## src/rtl/qfix_pkg.sv

```systemverilog
// Shared sign-magnitude fixed-point helpers: FSM state encoding and format
// geometry, common to qmult_seq and the sibling fixed-point units.
package qfix_pkg;

  localparam logic [1:0] ST_IDLE = 2'd0;
  localparam logic [1:0] ST_BUSY = 2'd1;
  localparam logic [1:0] ST_DONE = 2'd2;

  // Bit index of the sign in an n-bit sign-magnitude word.
  function automatic int qfix_sign_idx(input int n);
    return n - 1;
  endfunction

  // Width of the magnitude field in an n-bit sign-magnitude word.
  function automatic int qfix_mag_width(input int n);
    return n - 1;
  endfunction

endpackage

```

## src/rtl/qmult_seq.sv

```systemverilog
// Sequential shift-and-add sign-magnitude Q-format multiplier, N-clock latency.
// Define QMULT_SEQ_ROUND_EN to round to nearest instead of truncating.
module qmult_seq
  import qfix_pkg::*;
#(
  parameter int Q = 15,
  parameter int N = 32
) (
  input  logic         clk,
  input  logic         rst,
  input  logic [N-1:0] i_multiplicand,
  input  logic [N-1:0] i_multiplier,
  input  logic         i_start,
  output logic [N-1:0] o_result,
  output logic         o_complete,
  output logic         o_overflow
);

  localparam int MW = qfix_mag_width(N);
  localparam int SI = qfix_sign_idx(N);
  localparam int AW = 2 * MW;
  localparam int CW = $clog2(N);
  localparam logic [CW-1:0] LAST = CW'(MW);

  logic [1:0]    state_q, state_d;
  logic [CW-1:0] cnt_q, cnt_d;
  logic [AW-1:0] acc_q, acc_d;
  logic [AW-1:0] mcand_q, mcand_d;
  logic [MW-1:0] mplier_q, mplier_d;
  logic          sign_q, sign_d;
  logic [N-1:0]  result_q, result_d;
  logic          complete_q, complete_d;
  logic          overflow_q, overflow_d;

  logic [MW-1:0] mag_fin;
  logic          ovf_fin;
  logic          ovf_hi;

  assign ovf_hi = |acc_q[AW-1:Q+MW];

`ifdef QMULT_SEQ_ROUND_EN
  logic [MW:0] mag_rnd;
  // A carry out of the rounding increment is reported as overflow.
  assign mag_rnd = {1'b0, acc_q[Q+MW-1:Q]} + {{MW{1'b0}}, acc_q[Q-1]};
  assign mag_fin = mag_rnd[MW-1:0];
  assign ovf_fin = ovf_hi | mag_rnd[MW];
`else
  assign mag_fin = acc_q[Q+MW-1:Q];
  assign ovf_fin = ovf_hi;
`endif

  always_comb begin
    // NOTE: every next-state signal defaults to its register so no path
    // through the case below leaves one unassigned and infers a latch.
    state_d    = state_q;
    cnt_d      = cnt_q;
    acc_d      = acc_q;
    mcand_d    = mcand_q;
    mplier_d   = mplier_q;
    sign_d     = sign_q;
    result_d   = result_q;
    complete_d = complete_q;
    overflow_d = overflow_q;

    case (state_q)
      ST_IDLE, ST_DONE: begin
        if (i_start) begin
          mcand_d    = {{(AW-MW){1'b0}}, i_multiplicand[MW-1:0]};
          mplier_d   = i_multiplier[MW-1:0];
          sign_d     = i_multiplicand[SI] ^ i_multiplier[SI];
          acc_d      = '0;
          cnt_d      = '0;
          complete_d = 1'b0;
          state_d    = ST_BUSY;
        end
      end
      ST_BUSY: begin
        if (cnt_q == LAST) begin
          // Zero magnitude always carries a positive sign.
          result_d   = {sign_q & (mag_fin != '0), mag_fin};
          overflow_d = ovf_fin;
          complete_d = 1'b1;
          state_d    = ST_DONE;
        end else begin
          if (mplier_q[0]) acc_d = acc_q + mcand_q;
          mcand_d  = mcand_q << 1;
          mplier_d = mplier_q >> 1;
          cnt_d    = cnt_q + 1'b1;
        end
      end
      default: state_d = ST_IDLE;
    endcase
  end

  // NOTE: state registers use non-blocking assignments so every flop samples
  // the pre-edge value of every other flop, independent of statement order.
  always_ff @(posedge clk or posedge rst) begin
    if (rst) begin
      state_q    <= ST_IDLE;
      cnt_q      <= '0;
      acc_q      <= '0;
      mcand_q    <= '0;
      mplier_q   <= '0;
      sign_q     <= 1'b0;
      result_q   <= '0;
      complete_q <= 1'b0;
      overflow_q <= 1'b0;
    end else begin
      state_q    <= state_d;
      cnt_q      <= cnt_d;
      acc_q      <= acc_d;
      mcand_q    <= mcand_d;
      mplier_q   <= mplier_d;
      sign_q     <= sign_d;
      result_q   <= result_d;
      complete_q <= complete_d;
      overflow_q <= overflow_d;
    end
  end

  assign o_result   = result_q;
  assign o_complete = complete_q;
  assign o_overflow = overflow_q;

endmodule

```

## config.mk

```make
export PLATFORM = sky130hd
export DESIGN_NAME = qmult_seq
export DESIGN_NICKNAME = d
export VERILOG_FILES = /design/src/rtl/qfix_pkg.sv /design/src/rtl/qmult_seq.sv
export SDC_FILE = /design/constraint.sdc
export NUM_CORES = 1
export LEC_CHECK = 0
export ABC_AREA = 0
export BUFFER_PORTS_ARGS = -buffer_cell sky130_fd_sc_hd__buf_2
export CAP_MARGIN = 40
export CORE_MARGIN = 4
export CORE_UTILIZATION = 50
export CTS_BUF_LIST = sky130_fd_sc_hd__clkbuf_2 sky130_fd_sc_hd__clkbuf_4 sky130_fd_sc_hd__clkbuf_8
export DETAILED_ROUTE_END_ITERATION = 8
export HOLD_SLACK_MARGIN = 0.15
export PLACE_DENSITY = 0.79
export SLEW_MARGIN = 20
export SYNTH_ARGS = -nofsm -noshare
export SYNTH_HDL_FRONTEND = slang
export SYNTH_SLANG_ARGS = --single-unit
```

## constraint.sdc

```tcl
create_clock -name clk -period 7.6 [get_ports clk]
set_clock_uncertainty 0.05 [all_clocks]
set_input_delay 1.52 -clock clk [delete_from_list [all_inputs] [get_ports clk]]
set_output_delay 1.52 -clock clk [all_outputs]
set_load 0.02 [all_outputs]
```

=== After elaboration in Yosys (flattened, before gate mapping) ===
Cells that the tools add are included.

* Add/subtract/negate cells: 2
* Eq/ne operators: 7
* Mux-type cells: 19
* Bitwise gates (word level): 2
* Reduce and logical (&&, ||, !) cells: 11

{| class="wikitable"
|+ Operators with widths
! kind !! number
|-
| two-way mux 62 bit || 5
|-
| case mux 62 bit (2 select lines) || 2
|-
| adder 62 bit || 1
|-
| two-way mux 31 bit || 2
|-
| case mux 31 bit (2 select lines) || 1
|-
| nonzero test 31 bit || 1
|-
| OR reduction 16 bit || 1
|-
| two-way mux 5 bit || 2
|-
| case mux 5 bit (2 select lines) || 1
|-
| inequality test 2 bit, second input constant || 4
|-
| AND reduction 2 bit || 3
|-
| AND reduction 3 bit || 2
|-
| adder 5 x 1 -> 5 bit, second input constant || 1
|-
| == test 5 bit, second input constant || 1
|-
| two-way mux 2 bit || 2
|-
| case mux 2 bit (2 select lines) || 1
|-
| AND reduction 4 bit || 1
|-
| == test 2 x 1 -> 1 bit, second input constant || 1
|-
| == test 2 bit, second input constant || 1
|-
| logical NOT 2 bit || 1
|-
| two-way mux 1 bit || 2
|-
| case mux 1 bit (2 select lines) || 1
|-
| nonzero test 2 bit || 1
|-
| OR reduction 2 bit || 1
|-
| other kinds (2) || 2
|}

* Register bits after elaboration: 197
* Input bits: 67
* Output and inout port bits: 34
* Word-level logic and storage cells: 50

=== Longest topological paths before layout ===
Gate-level depths: netlist of run 1.

* Depth in word-level cells: 4
* Mapped depth: 14
* Mapped depth without buffers: 14

=== Worst setup path after synthesis of run 1 ===
Ideal clock, no wire load.

* Path kind: reg-to-reg
* From: reg mcand_q[0]
* To: reg acc_q[54]
* Library setup time: 0.122 ns
* Data arrival time: 2.920 ns
* Data required time: 7.428 ns
* Slack: 4.509 ns
* Stages on the path, launching flop included: 15
* Buffers on the path: 0
* Clock period less this slack: 3.091 ns
* Cell sequence: dfrtp_1 ha_1 inv_1 fa_1 nor2b_1 o21ai_2 a21boi_4 o41ai_4 o31ai_4 a21oi_4 nor4_4 o21ai_2 a21oi_1 o21ai_0 a32o_1

* Longest elaborated chain between the ends: 4

{| class="wikitable"
|+ RTL lines
! element !! line !! text
|-
| start, declared || qmult_seq.sv:28 || <nowiki>logic [AW-1:0] mcand_q, mcand_d;</nowiki>
|-
| start signal, assigned || qmult_seq.sv:112 || <nowiki>mcand_q <= mcand_d;</nowiki>
|-
| adder 62 bit || qmult_seq.sv:85 || <nowiki>if (mplier_q[0]) acc_d = acc_q + mcand_q;</nowiki>
|-
| two-way mux 62 bit || qmult_seq.sv:85 ||
|-
| two-way mux 62 bit || qmult_seq.sv:78 || <nowiki>if (cnt_q == LAST) begin</nowiki>
|-
| case mux 62 bit (2 select lines) || qmult_seq.sv:65 || <nowiki>case (state_q)</nowiki>
|-
| end signal, assigned || qmult_seq.sv:101 || <nowiki>acc_q <= '0;</nowiki>
|-
| end signal, assigned || qmult_seq.sv:111 || <nowiki>acc_q <= acc_d;</nowiki>
|-
| end, declared || qmult_seq.sv:27 || <nowiki>logic [AW-1:0] acc_q, acc_d;</nowiki>
|}

No other way between the ends. The select of a mux whose other input is x is not followed.
A chain may end at the register's enable or synchronous reset.

=== Final worst setup path of run 1 ===
Ends and elaborated chain as after synthesis.

==> flow_metrics.tcl, run 1 <==
set metrics [dict create \
    fp.coreArea_um2 22700 \
    initial_core_util_pct 50.9 \
    r2r_slack_ps 3940 \
    grt_max_degree 121 \
    place_area_um2 12300 \
    slew_headroom_pct 49.1 \
    fmax_mhz 273 \
    ctsResizeCount 0 \
    synthCells 1319 \
    p_per_area_nw_per_um2 524 \
    drt-total-wl_mm 27.1 \
    synth_top_area_share_pct 42.7 \
    areaGrowthSynthToFinish_pct 10.2 \
    critPathKind "register to register" \
    die_x_um 160 \
    ctsLongestPathBuffers 2 \
    place.gp.congestion 0.905 \
    fin_crit_ps 3660 \
    yosys.area.top_type "dfrtp_1" \
    start_kind "register" \
    ant_nets 0 \
    layout.nets 1505 \
    fin_setup_tns_ps 0 \
    swShare_pct 47.5 \
    grt_pass1_wl_mm 46.8 \
    hold_path_class "register to register" \
    drc_errors 0 \
    pwr-share-comb_pct 59.7 \
    cts_tree "yes" \
    yosysUniqueCellTypes 70 \
    clkLatencyLatePin_ps 480 \
    outcome "complete, no violations" \
    slew_viol_final 0 \
    cts.reportedPaths.clkPinSlew_ps 100 \
    antennaDiodeCount 0 \
    routedWlPerCell_um 16.2 \
    power_leakage_nw 6.18 \
    intPower_mw 3.51 \
    syn-num-nets 1450 \
    worst_slew_pin_slew_ps 757 \
    htree_levels 4 \
    synth_flop_cell "dfrtp_1" \
    cts_root_buf "clkbuf_8" \
    nFillCells 2023 \
    synthTopCellsByArea "dfrtp_1 (43%), nand2_1 (9.8%), ha_1 (6.8%), a31oi_1 (3.8%), nor2_1 (3.0%)" \
    cp_data_arrival_time_ps 3980 \
    cap_violations 0 \
    yosysWarnings 0 \
    worstPathRequired_ps 7920 \
    ys_seq_elements 197 \
    dp_hpwl_mm 19.5 \
    post_cts_buffers 0 \
    rows 55 \
    clockPowerShare_pct 10.7 \
    grt_usage_pct 21.6 \
    die_y_um 160 \
    synth-seq-area-share_pct 42.7 \
    reg2regPathDepth 14 \
    antenna_found_initial 1 \
    synth_edf_count 0 \
    gr-total-overflow 0 \
    setup_viol 0 \
    async_flop_share_pct 100 \
    rsz0062_at_grt "false" \
    io_pins 101 \
    cts_hold_buf 0 \
    pre_cts_ws_ps 4000 \
    syn_area_um2 11600 \
    worst_slack_ps 3940 \
    firstDrtPassIters 5 \
    grt_pass1_vias 9434 \
    drive_above_1_share_pct 15.0 \
    pwr-share-seq_pct 29.5 \
    drt_iter0_markers 793 \
    cts_inserted_buffers 17 \
    whs_path_depth 2 \
    ir_drop_v 0.000187 \
    port-buffer-count 100 \
    finalCritPeriodShare_pct 48.2 \
    crit_path_end_kind "register" \
    hold_viol 0 \
    avgViaCountPerCell 5.84 \
    p_switching_mw 3.17 \
    design_area_um2 12700 \
    cp_max_fo 5 \
    vias 9746 \
    dieArea_um2 25600 \
    cts_sinks 197 \
    synth_area_per_cell_um2 8.76 \
]
-- flip-flops by register name (all words and copies together), names as in the netlist --
register    count
cnt_q           5
acc_q          62
mcand_q        62
sign_q          1
o_result       32
mplier_q       31
o_complete      1
state_q         2
o_overflow      1
-- cells in the mapped netlist, types with 3 or more instances --
library cell / count
dfrtp_1: 197
inv_1: 19
nor2_1: 93
clkbuf_1: 67
and3_1: 9
nand3_1: 45
o21ai_1: 32
nor2b_1: 14
a32o_1: 4
o31ai_1: 4
buf_1: 4
and2_1: 7
nand4_1: 20
o21a_1: 6
and4_1: 3
xor2_1: 22
o21ai_0: 68
a21oi_1: 63
nor3_1: 11
or3_1: 6
o21ai_2: 3
a31oi_1: 70
nor4_1: 13
nand2b_1: 7
a21o_1: 34
mux2_2: 31
ha_1: 63
xnor2_1: 34
buf_2: 5
a22o_1: 4
nand2_1: 301
o21bai_1: 13
-- worst paths after layout --
check | start | endpoint
worst max register to register | mcand_q[0]$_DFFE_PP0P_ | acc_q[54]$_DFFE_PP0P_
worst min-delay path | o_complete$_DFFE_PP0P_ | o_complete$_DFFE_PP0P_
max in group asynchronous | rst | acc_q[51]$_DFFE_PP0P_
worst min register to register | o_complete$_DFFE_PP0P_ | o_complete$_DFFE_PP0P_
worst max-delay path | mcand_q[0]$_DFFE_PP0P_ | acc_q[54]$_DFFE_PP0P_
min in group asynchronous | rst | o_result[3]$_DFFE_PP0P_
-- cell usage in the layout (no fill, tap or decap), types with 11 or more instances in the layout --
cell type,n
o21ai_1,31
nand2_1,299
nor2b_1,13
a21o_1,34
inv_1,18
mux2_2,31
ha_1,63
nor3_1,11
dfrtp_1,197
nor4_1,13
o21bai_1,13
nor2_1,92
xor2_1,22
buf_2,100
nand3_1,45
clkbuf_8,18
xnor2_1,34
a21oi_1,63
o21ai_0,68
nand4_1,20
a31oi_1,70
-- power groups by stage --
| stage | sequential, mW | combinational [mW] | clock, mW |
|---|---|---|---|
| CTS | 1.97 | 3.97 | 0.732 |
| detailed placement | 1.99 | 3.94 | 0 |
| global route | 2.04 | 4.47 | 0.771 |
| finish | 1.97 | 3.99 | 0.716 |
| global placement | 1.97 | 3.82 | 0 |
| floorplan | 1.94 | 3.08 | 0 |
-- metal layers --
metal	global-route usage, %	wire length [um]	up-vias
li1	-	-	4757
met1	30.2	12700	4695
met2	34.4	12500	240
met3	3.35	1200	52
met4	7.78	701	2
met5	0	13	-
-- per-stage QoR --
stage                     instances  hold slack (ps)  total power [mW]  utilization [%]
after detailed placement       1639              424              5.93             54.1
after floorplan                1319              394              5.01                -
after global routing           1670              475              7.28             56.0
after CTS                      1669              448              6.67             55.9
after global placement         1635              411              5.79             53.8
final                          1670              444              6.67             56.0
-- final cells by class --
type	instances	area, um^2	share of cell area (%)
multi-input cells	1024	6270	49.3
flip-flops and latches	197	4930	38.7
repair buffers	114	678	5.33
well taps	285	357	2.80
clock buffers	20	263	2.06
clock inverters	10	145	1.14
inverters	20	83.8	0.659
-- kinds of logic (layout without fill, tap and decap cells) --
group | after synthesis | in the layout | synth area share (%)
fa+ha+maj | 64 | 64 | 7.00
flops | 197 | 197 | 42.7
mux | 31 | 31 | 3.02
simple gates | 538 | 538 | 20.4
buf+inv | 98 | 164 | 3.30
compound gates | 335 | 335 | 19.4
xor+xnor | 56 | 56 | 4.25
-- worst max-delay path, stage by stage (launching register included) --
cell and delay (ps):
dfrtp_1 400, ha_1 180, inv_1 50, fa_1 390, nor2b_1 190, o21ai_2 100, a21boi_4 220, o41ai_4 140
o31ai_4 480, a21oi_4 160, nor4_4 410, o21ai_2 140, a21oi_1 210, o21ai_0 130, a32o_1 270
Power figures use the tool's default switching activity.
==> run 2: changes to the inputs <==
ABC_AREA = 1   (was 0)
PLACE_DENSITY = 0.81   (was 0.79)
clock period = 3.27 ns   (was 7.6 ns; I/O delays follow)
==> flow_metrics.tcl, run 2 <==
set metrics [dict create \
    fmax_mhz 385 \
    finalPower_mw 16.6 \
    ir_drop_v 0.000742 \
    synth_area_per_cell_um2 6.49 \
    swShare_pct 53.6 \
    critPathKind "register to register" \
    cpPeakStageDelay_ps 420 \
    fin_setup_tns_ps 0 \
    cp_max_fo 111 \
    syn_area_um2 13400 \
    mostFrequentLayoutCell "nand2_1" \
    path_cells "ha_1 > nand2_1 > nor2_1 > ha_1 > nor2_4 > nor2_1 > buf_4 > inv_4 > buf_12 > o211ai_1 > o21ai_0" \
    routedWlPerCell_um 15.3 \
    die_x_um 172 \
    path_delay_family "buffers and inverters" \
    fin_crit_ps 2600 \
    dp_hpwl_mm 30.1 \
    ctsLongestPathBuffers 2 \
    grt_pass1_wl_mm 61.6 \
    seqCellArea_um2 4930 \
    pwr-share-seq_pct 26.0 \
    crit_path_end_kind "register" \
    hold_viol 0 \
    synth_edf_count 0 \
    antennaDiodeCount 0 \
    synth_common_cells "nand2_1 (769), inv_1 (417), dfrtp_1 (197)" \
    cts_tree "yes" \
    final_cell_mix "nand2_1 (768), inv_1 (416), dfrtp_1 (197), nor2_1 (137), o21ai_0 (111)" \
    slew_headroom_pct 51.3 \
    syn-num-nets 2204 \
    hold_path_class "primary input to register" \
    nFillCells 2564 \
    worst_slew_pin_slew_ps 730 \
    setup_viol 0 \
    cts_root_buf "clkbuf_8" \
    drt-total-wl_mm 38.4 \
    port-buffer-count 100 \
    yosysMostFrequentCell "nand2_1" \
    rsz0062_at_grt "false" \
    synth_top_area_share_pct 36.7 \
    worstPathRequired_ps 3630 \
    yosys.area.top_type "dfrtp_1" \
    worst_path_max_delay_cell "dfrtp_1" \
    gr-total-overflow 0 \
    areaGrowthSynthToFinish_pct 9.09 \
    synthCells 2073 \
    ctsResizeCount 0 \
    cap_violations 0 \
    pwr-share-comb_pct 64.0 \
    drive_above_1_share_pct 7.85 \
    worst-path-buf-inv 3 \
    cts.reportedPaths.clkPinSlew_ps 120 \
    p_switching_mw 8.92 \
    start_kind "register" \
    cts_inserted_buffers 17 \
    cts_hold_buf 1 \
    layout.nets 2285 \
    grt_pass1_vias 12100 \
    p_per_area_nw_per_um2 1130 \
    avgViaCountPerCell 5.16 \
    htree_levels 4 \
    dieArea_um2 29600 \
    slew_viol_final 0 \
    final_util_pct 55.8 \
    finalCritPeriodShare_pct 79.4 \
    synthTopCellsByArea "dfrtp_1 (37%), nand2_1 (21%), inv_1 (12%), ha_1 (5.9%), o21ai_0 (4.1%)" \
    synth_flop_cell "dfrtp_1" \
    io_pins 101 \
    ant_nets 0 \
    synth-seq-area-share_pct 36.7 \
    ys_seq_elements 197 \
    outcome "complete, no violations" \
    rows 59 \
    grt_usage_pct 26.4 \
    post_cts_buffers 0 \
    die_y_um 172 \
    yosysUniqueCellTypes 36 \
    yosysWarnings 0 \
    async_flop_share_pct 100 \
    initial_core_util_pct 51.2 \
    fp.coreArea_um2 26300 \
    clockPowerShare_pct 10.1 \
    drt_iter0_markers 1092 \
    cp_data_arrival_time_ps 2950 \
    firstDrtPassIters 6 \
    grt_max_degree 112 \
    multi_input_area_um2 6690 \
    vias 12900 \
    place.gp.congestion 1.00 \
    antenna_found_initial 0 \
    drc_errors 0 \
    hold_ws_ps 347 \
    clkLatencyLatePin_ps 510 \
    cts_sinks 197 \
    power_leakage_nw 8.55 \
    intPower_mw 7.71 \
]
## run 2: changes by cell type in the layout (fill, tap and decap cells not counted), moves of 36 or more
cell | before | now
nor2_1 | 92 | 137
nand2_1 | 299 | 768
a31oi_1 | 70 | 14
inv_1 | 18 | 416
o211ai_1 | 2 | 45
o21ai_0 | 68 | 111
nand3_1 | 45 | 81
## run 2: metrics by stage
stage          setup slack, ps  std cells  cell area, um^2
4_1_cts                    688       2501            14700
3_3_place_gp               820       2469            14300
5_1_grt                    468       2501            14700
3_5_place_dp               721       2469            14300
6_report                   673       2501            14700
2_1_floorplan             19.6       2073            13400
## run 2: per-layer routing
| metal | routed length (um) | share of wire (%) | up-vias | GRT usage (%) |
|---|---|---|---|---|
| li1 | - | - | 6568 | - |
| met1 | 17600 | 46 | 5906 | 36.2 |
| met2 | 17600 | 46 | 378 | 43.6 |
| met3 | 2280 | 5.9 | 61 | 3.27 |
| met4 | 951 | 2.5 | 0 | 8.41 |
| met5 | 0 | 0 | - | 0 |
## run 2: final timing paths
check / startpoint / end / slack, ps / cells past startpoint
max: cnt_q[0]$_DFFE_PP0P_ / mcand_q[17]$_DFFE_PP0P_ / 670 / 11
min: i_multiplicand[19] / mcand_q[19]$_DFFE_PP0P_ / 350 / 3
max in group asynchronous: rst / mcand_q[48]$_DFFE_PP0P_ / 1600 / 4
min in group asynchronous: rst / mcand_q[19]$_DFFE_PP0P_ / 640 / 3
max reg2reg: cnt_q[0]$_DFFE_PP0P_ / mcand_q[17]$_DFFE_PP0P_ / 670 / 11
min reg2reg: o_result[17]$_DFFE_PP0P_ / o_result[17]$_DFFE_PP0P_ / 440 / 2
## run 2: power groups by stage
stage	clock network (mW)	registers [mW]	logic, mW
global placement	0	4.32	10.3
CTS	1.70	4.32	10.6
detailed placement	0	4.36	10.5
finish	1.67	4.32	10.6
floorplan	0	4.24	7.65
global route	1.79	4.44	12.1
## run 2: logic make-up (layout without fill, tap and decap cells)
family	Yosys count	count (layout)	synth area share (%)
AOI/OAI and AO/OA	288	288	12.3
xor gates and xnor gates	9	9	0.586
adders and majority gates	64	64	6.01
buffers and inverters	476	569	13.7
DFF	197	197	36.7
muxes	1	1	0.0837
and+or+nand+nor	1038	1038	30.7
## run 2: worst register-to-register path: stages, from the launching register on
cell and delay, ps:
dfrtp_1 420, ha_1 220, nand2_1 80, nor2_1 40
ha_1 220, nor2_4 160, nor2_1 60, buf_4 180
inv_4 330, buf_12 370, o211ai_1 260, o21ai_0 120
## run 2: area by class of cell
class | count | area share [%]
clock buffers | 18 | 1.65
flip-flops and latches | 197 | 33.6
well taps | 335 | 2.86
repair buffers | 114 | 4.40
clock inverters | 13 | 1.02
multi-input cells | 1400 | 45.6
inverters | 424 | 10.9
